--- src/rtl/uart_tx_arbiter.sv ---
// ---------------------------------------------------------------------------
// uart_tx_arbiter
//   Round-robin arbiter and launch sequencer that shares one UART transmitter
//   among NUM_REQ byte sources. One byte is launched per grant; the next
//   launch waits until the transmitter has raised and dropped tx_busy, or
//   until the launch has timed out (err pulse, byte dropped).
//
// Ports
//   clk          system clock
//   rst          synchronous reset, active-high
//   req          per-requester request, held together with its byte
//   req_data     requester i byte at [i*DATA_W +: DATA_W]
//   gnt          one-hot 1-cycle pulse: that requester's byte was accepted
//   tx_busy      transmitter frame-in-flight indication
//   tx_en        1-cycle launch strobe to the transmitter
//   tx_data_in   launched byte, held until the next launch
//   tx_owner     index of the last granted requester
//   idle         high while the sequencer is in IDLE
//   err          1-cycle pulse when tx_busy never rose after a launch
//   o_dbg_state  current sequencer state (debug visibility)
//
// Handshake: a requester raises req with its byte on req_data and holds both
// until it sees gnt. gnt and tx_en are high in the same cycle; the byte was
// captured on the edge that started that cycle. On the cycle after gnt the
// requester either drops req or presents its next byte; a req still high
// when the arbiter is next in IDLE is taken as a new byte.
// ---------------------------------------------------------------------------
module uart_tx_arbiter #(
  parameter int NUM_REQ      = 4,
  parameter int DATA_W       = 8,
  parameter int BUSY_TIMEOUT = 16
) (
  input  logic                        clk,
  input  logic                        rst,
  input  logic [NUM_REQ-1:0]          req,
  input  logic [NUM_REQ*DATA_W-1:0]   req_data,
  output logic [NUM_REQ-1:0]          gnt,
  input  logic                        tx_busy,
  output logic                        tx_en,
  output logic [DATA_W-1:0]           tx_data_in,
  output logic [$clog2(NUM_REQ)-1:0]  tx_owner,
  output logic                        idle,
  output logic                        err,
  output logic [1:0]                  o_dbg_state
);

  localparam int SEL_W = $clog2(NUM_REQ);
  localparam int TMR_W = $clog2(BUSY_TIMEOUT);

  typedef enum logic [1:0] {
    S_IDLE      = 2'd0,
    S_LAUNCH    = 2'd1,
    S_WAIT_BUSY = 2'd2,
    S_WAIT_DONE = 2'd3
  } state_t;

  state_t              r_state;
  logic [SEL_W-1:0]    r_ptr;
  logic [TMR_W-1:0]    r_timer;
  logic [NUM_REQ-1:0]  r_gnt;
  logic                r_tx_en;
  logic [DATA_W-1:0]   r_tx_data;
  logic [SEL_W-1:0]    r_owner;
  logic                r_idle;
  logic                r_err;

  state_t              w_state_nxt;
  logic [SEL_W-1:0]    w_ptr_nxt;
  logic [TMR_W-1:0]    w_timer_nxt;
  logic [NUM_REQ-1:0]  w_gnt_nxt;
  logic                w_tx_en_nxt;
  logic [DATA_W-1:0]   w_data_nxt;
  logic [SEL_W-1:0]    w_owner_nxt;
  logic                w_idle_nxt;
  logic                w_err_nxt;

  logic                w_any;
  logic [SEL_W-1:0]    w_sel;
  logic [SEL_W:0]      w_sum;

  // Round-robin pick: first set req bit scanning ptr, ptr+1, ... wrapping.
  always_comb begin
    w_any = 1'b0;
    w_sel = '0;
    w_sum = '0;
    for (int i = 0; i < NUM_REQ; i++) begin
      w_sum = {1'b0, r_ptr} + (SEL_W+1)'(i);
      if (w_sum >= (SEL_W+1)'(NUM_REQ)) begin
        w_sum = w_sum - (SEL_W+1)'(NUM_REQ);
      end
      if (!w_any && req[w_sum[SEL_W-1:0]]) begin
        w_any = 1'b1;
        w_sel = w_sum[SEL_W-1:0];
      end
    end
  end

  // Next state and next values of the registered outputs. The launch
  // outputs are loaded on the IDLE->LAUNCH edge so tx_en/gnt are high
  // exactly while the state register holds LAUNCH.
  always_comb begin
    w_state_nxt = r_state;
    w_ptr_nxt   = r_ptr;
    w_timer_nxt = r_timer;
    w_gnt_nxt   = '0;
    w_tx_en_nxt = 1'b0;
    w_data_nxt  = r_tx_data;
    w_owner_nxt = r_owner;
    w_err_nxt   = 1'b0;
    unique case (r_state)
      S_IDLE: begin
        // A transmitter still finishing a frame blocks the launch.
        if (w_any && !tx_busy) begin
          w_state_nxt       = S_LAUNCH;
          w_tx_en_nxt       = 1'b1;
          w_gnt_nxt[w_sel]  = 1'b1;
          w_data_nxt        = req_data[int'(w_sel)*DATA_W +: DATA_W];
          w_owner_nxt       = w_sel;
          w_ptr_nxt         = (w_sel == SEL_W'(NUM_REQ-1)) ? '0 : w_sel + 1'b1;
        end
      end
      S_LAUNCH: begin
        w_timer_nxt = '0;
        w_state_nxt = S_WAIT_BUSY;
      end
      S_WAIT_BUSY: begin
        // err is raised as the timer steps onto its last value, so the
        // pulse sits in the final WAIT_BUSY cycle and never overlaps idle.
        if (r_timer == TMR_W'(BUSY_TIMEOUT-1)) begin
          w_state_nxt = S_IDLE;
        end else if (tx_busy) begin
          w_state_nxt = S_WAIT_DONE;
        end else begin
          w_timer_nxt = r_timer + 1'b1;
          if (r_timer == TMR_W'(BUSY_TIMEOUT-2)) begin
            w_err_nxt = 1'b1;
          end
        end
      end
      S_WAIT_DONE: begin
        if (!tx_busy) begin
          w_state_nxt = S_IDLE;
        end
      end
      default: begin
        w_state_nxt = S_IDLE;
      end
    endcase
    w_idle_nxt = (w_state_nxt == S_IDLE);
  end

  always_ff @(posedge clk) begin
    if (rst) begin
      r_state   <= S_IDLE;
      r_ptr     <= '0;
      r_timer   <= '0;
      r_gnt     <= '0;
      r_tx_en   <= 1'b0;
      r_tx_data <= '0;
      r_owner   <= '0;
      r_idle    <= 1'b1;
      r_err     <= 1'b0;
    end else begin
      r_state   <= w_state_nxt;
      r_ptr     <= w_ptr_nxt;
      r_timer   <= w_timer_nxt;
      r_gnt     <= w_gnt_nxt;
      r_tx_en   <= w_tx_en_nxt;
      r_tx_data <= w_data_nxt;
      r_owner   <= w_owner_nxt;
      r_idle    <= w_idle_nxt;
      r_err     <= w_err_nxt;
    end
  end

  assign gnt         = r_gnt;
  assign tx_en       = r_tx_en;
  assign tx_data_in  = r_tx_data;
  assign tx_owner    = r_owner;
  assign idle        = r_idle;
  assign err         = r_err;
  assign o_dbg_state = r_state;

endmodule

--- config.mk ---
export PLATFORM = sky130hd
export DESIGN_NAME = uart_tx_arbiter
export DESIGN_NICKNAME = d
export VERILOG_FILES = /design/src/rtl/uart_tx_arbiter.sv
export SDC_FILE = /design/constraint.sdc
export NUM_CORES = 1
export LEC_CHECK = 0
export ABC_AREA = 1
export CORE_ASPECT_RATIO = 0.6
export CORE_MARGIN = 5
export CORE_UTILIZATION = 49
export DETAILED_ROUTE_END_ITERATION = 8
export PLACE_DENSITY = 0.85
export SKIP_CTS_REPAIR_TIMING = 1
export SKIP_LAST_GASP = 1
export SYNTH_ARGS = -nofsm -noshare
export SYNTH_HDL_FRONTEND = slang
export SYNTH_SLANG_ARGS = --single-unit
--- constraint.sdc ---
create_clock -name clk -period 4.3 [get_ports clk]
set_clock_uncertainty 0.2 [all_clocks]
set_input_delay 0.86 -clock clk [delete_from_list [all_inputs] [get_ports clk]]
set_output_delay 0.86 -clock clk [all_outputs]
set_load 0.1 [all_outputs]
==> impl_metrics.py <==
metrics = {
    "critical_path": {
        "r2r_cells": 12,
        "setup_slack_reg_to_reg_ps": 1500,
        "crit-reg2reg-launch": "r_ptr[0]",
        "crit_slowest_cell": "sky130_fd_sc_hd__clkdlybuf4s50_1",
        "critical_path.startpoint_type": "input pin",
        "path_delay_family": "buffers and inverters",
        "reg2reg_to": "r_ptr[1]",
        "crit_required_ps": 4270,
        "crit_type": "input pin to flop",
        "critical_path_cell_by_cell": "clkdlybuf4s50_1, inv_1, nand2_1, nand3_2, nand2_4, inv_1, nand3_2, nand3_4, inv_2, ha_1, o21ai_0, a21oi_1",
        "timing.critical_path.buf_inv": 4,
        "cp_slowest_stage_delay_ps": 480,
        "cp_data_arrival_time_ps": 2990,
        "cp_max_fo": 21,
        "critical_path.endpoint_type": "flop",
    },
    "finish": {
        "nets": 356,
        "antenna_cells_inserted": 0,
        "post-route-util_pct": 70.72,
        "final-seq-area_um2": 500.5,
        "multi_input_comb_area_um2": 1027,
        "design_area_final_um2": 2336,
        "post_route_cells_drive_above_1_share_pct": 15.16,
        "area.growth.synth_to_final_pct": 36.38,
        "fillers": 273,
    },
    "global_route": {
        "grt_pass1_wl_um": 7631,
        "via_count_of_the_first_global_routing_pass": 1597,
        "track_usage_pct": 19.37,
        "initial_antenna_violation_count": 0,
        "gr-total-overflow": 0,
        "grt_max_degree": 22,
    },
    "timing": {
        "worst_slew_slack_as_a_fraction_of_its_limit_pct": 33.28,
        "setup_ws_ps": 1273,
        "fmax_mhz": 330.4,
        "grt_setup_unrepaired": "no",
        "worst_pin_slew_ps": 997.7,
        "hold_slack_ps": 286.2,
        "finalSetupViolCount": 0,
        "hold_viol_final": 0,
        "period_minus_slack_ps": 3027,
        "maxSlewViolCount": 0,
        "setup_tns_ps": 0,
        "finalCritPeriodShare_pct": 70.39,
    },
    "logic_synthesis": {
        "synthCells": 254,
        "ys_ff_latch": 25,
        "synth_top_area_cell": "sky130_fd_sc_hd__dfxtp_1",
        "share_of_the_yosys_chip_area_belonging_to_registers_pct": 29.22,
        "synth.net_count": 299,
        "synth_cell_type_count": 27,
        "yosysWarnings": 0,
        "post_synth_instance_area_um2": 1713,
        "postSynthAreaPerCell_um2": 6.744,
        "top_cell_type_s_share_of_synthesized_area_pct": 29.22,
        "ys_top_cells_by_area": "sky130_fd_sc_hd__dfxtp_1, sky130_fd_sc_hd__nand2_1, sky130_fd_sc_hd__nand2_2, sky130_fd_sc_hd__inv_1, sky130_fd_sc_hd__nor2_1",
    },
    "clocking": {
        "tritoncts": "yes",
        "cts.htree.levels": 1,
        "clock_sinks": 25,
        "clock_pin_slew_on_the_worst_setup_and_hold_paths_ps": 90,
        "cts-buffers-inserted": 3,
        "clk_root_buf": "sky130_fd_sc_hd__clkbuf_8",
        "maximum_buffer_depth_of_the_clock_tree": 2,
        "clk_latency_ps": 280,
    },
    "flow_run": {
        "max_cap_violation_count": 0,
    },
    "min_path": {
        "hold_end": "r_timer[0]",
        "worst_hold_path.num_cells": 1,
        "hold_path_class": "flop to flop",
        "worstHoldStart": "r_timer[0]",
    },
    "floorplan": {
        "fp.dieW_um": 86.33,
        "floorplan.io_pins": 58,
        "core_area_um2": 3303,
        "dieHeight_um": 55.80,
        "dieArea_um2": 4817,
        "num_rows": 16,
        "initial_core_util_pct": 51.86,
    },
    "placed_design": {
        "detailedPlace.worstSlack_ps": 1002,
        "dp_hpwl_um": 3629,
        "globalplace.congestion": 0.9243,
        "postPlaceCellArea_um2": 2286,
        "io_buffers": 57,
    },
    "power_and_ir_drop": {
        "leakagePower_nw": 1.114,
        "p_int_mw": 0.7480,
        "p_sw_mw": 1.176,
        "share_seq_of_total_power_pct": 18.1,
        "vdd.ir_drop.worst_uv": 563.7,
        "net_switching_fraction_of_the_power_pct": 61.12,
        "comb_power_share_pct": 74.2,
        "p_clk_share_pct": 7.7,
        "pwr_density_cell_nw_per_um2": 823.6,
    },
    "routing": {
        "per_cell_via_count_in_the_routed_design": 4.862,
        "detailroute.via_count": 1726,
        "drt_first_iter_violations": 147,
        "drc": 0,
        "final_antenna_net_count": 0,
        "wire_per_inst_um": 12.97,
        "detailed_router_iteration_count_before_antenna_repair": 4,
        "wirelength_um": 4605,
    },
    "outcome": {
        "outcome": "complete, no violations",
    },
}
## worst register-to-register path, cell delays in order (launching register included)
cell                      delay, ps
sky130_fd_sc_hd__dfxtp_1        630
sky130_fd_sc_hd__inv_2          210
sky130_fd_sc_hd__nand2_1        120
sky130_fd_sc_hd__nand2_2         90
sky130_fd_sc_hd__nand2_2        120
sky130_fd_sc_hd__nand2_4         70
sky130_fd_sc_hd__nor2_8         120
sky130_fd_sc_hd__nand3_4        140
sky130_fd_sc_hd__nand3_4        290
sky130_fd_sc_hd__inv_2          190
sky130_fd_sc_hd__ha_1           320
sky130_fd_sc_hd__o21ai_0        150
sky130_fd_sc_hd__a21oi_1         50
## cell usage after synthesis
| library cell | count |
|---|---|
| sky130_fd_sc_hd__buf_8 | 1 |
| sky130_fd_sc_hd__o211ai_1 | 1 |
| sky130_fd_sc_hd__nor2_4 | 3 |
| sky130_fd_sc_hd__nand2_1 | 79 |
| sky130_fd_sc_hd__o21ai_1 | 5 |
| sky130_fd_sc_hd__or2_2 | 2 |
| sky130_fd_sc_hd__inv_2 | 6 |
| sky130_fd_sc_hd__nand4_1 | 6 |
| sky130_fd_sc_hd__nor3_1 | 3 |
| sky130_fd_sc_hd__nand3_2 | 3 |
| sky130_fd_sc_hd__o211ai_2 | 1 |
| sky130_fd_sc_hd__a21oi_1 | 10 |
| sky130_fd_sc_hd__nand2_2 | 17 |
| sky130_fd_sc_hd__clkinv_1 | 1 |
| sky130_fd_sc_hd__buf_4 | 2 |
| sky130_fd_sc_hd__nand3_1 | 12 |
| sky130_fd_sc_hd__o21ai_0 | 8 |
| sky130_fd_sc_hd__buf_12 | 1 |
| sky130_fd_sc_hd__nor2_8 | 1 |
| sky130_fd_sc_hd__nand2_4 | 7 |
| sky130_fd_sc_hd__o21ai_2 | 1 |
| sky130_fd_sc_hd__clkbuf_1 | 1 |
| sky130_fd_sc_hd__ha_1 | 6 |
| sky130_fd_sc_hd__nand3_4 | 2 |
| sky130_fd_sc_hd__inv_1 | 28 |
| sky130_fd_sc_hd__nor2_1 | 22 |
| sky130_fd_sc_hd__dfxtp_1 | 25 |
## state kept, by name, indices dropped and copies added (netlist names)
register     flops
tx_en            1
err              1
gnt              4
o_dbg_state      2
r_ptr            2
tx_data_in       8
idle             1
tx_owner         2
r_timer          4
## power by group through the flow
stage / Sequential (mW) / Clock (mW) / Combinational (mW)
6_report: 0.349 / 0.147 / 1.43
5_1_grt: 0.357 / 0.159 / 1.55
4_1_cts: 0.348 / 0.152 / 1.42
3_5_place_dp: 0.353 / 0 / 1.41
3_3_place_gp: 0.353 / 0 / 1.38
2_1_floorplan: 0.739 / 0 / 0.817
## area by class of cell
cell class | instances | share of cell area (%)
clock buffer | 3 | 1.768
sequential | 25 | 21.42
multi-input combinational | 189 | 43.97
inverter | 35 | 5.624
tap | 45 | 2.410
timing repair buffer | 57 | 24.42
clock inverter | 1 | 0.3749
## per-stage QoR
stage | power [mW] | std cells
6_report | 1.924 | 355
3_5_place_dp | 1.763 | 351
2_1_floorplan | 1.556 | 254
5_1_grt | 2.069 | 355
4_1_cts | 1.921 | 355
3_3_place_gp | 1.736 | 351
## placed cells by master, fill, tap and decap left out, drive strengths merged, types with 3 or more instances in the layout
cell | Yosys | layout
o21ai | 14 | 14
nor2 | 26 | 26
nor3 | 3 | 3
nand3 | 17 | 17
inv | 34 | 35
clkdlybuf4s50 | 0 | 57
a21oi | 10 | 10
dfxtp | 25 | 25
clkbuf | 1 | 3
ha | 6 | 6
nand4 | 6 | 6
nand2 | 103 | 103
## cell families after synthesis
group                    share of synthesized area [%]
AND/OR/NAND/NOR                                  47.19
buffers and inverters                            10.81
AO/OA/AOI/OAI                                    8.400
flip-flops                                       29.22
adder cells (fa/ha/maj)                          4.383
## how the worst max path moves through the flow
stage                     startpoint       end  cells after the start
after CTS                     req[1]  r_ptr[1]                     13
after global placement        req[3]  r_ptr[1]                     12
after global routing          req[1]  r_ptr[1]                     13
after detailed placement      req[3]  r_ptr[1]                     12
final                         req[3]  r_ptr[1]                     12
after floorplan               req[3]  r_ptr[1]                     12
## layer usage
metal | vias to the layer above | part of all wire [%] | track usage [%]
met4 | 0 | 0.61 | 2.667
met1 | 749 | 48 | 29.22
met2 | 67 | 42 | 27.78
met5 | - | 0 | 0
li1 | 905 | - | -
met3 | 5 | 8.8 | 5.178
Note: power is estimated with default switching activity, not from simulation.
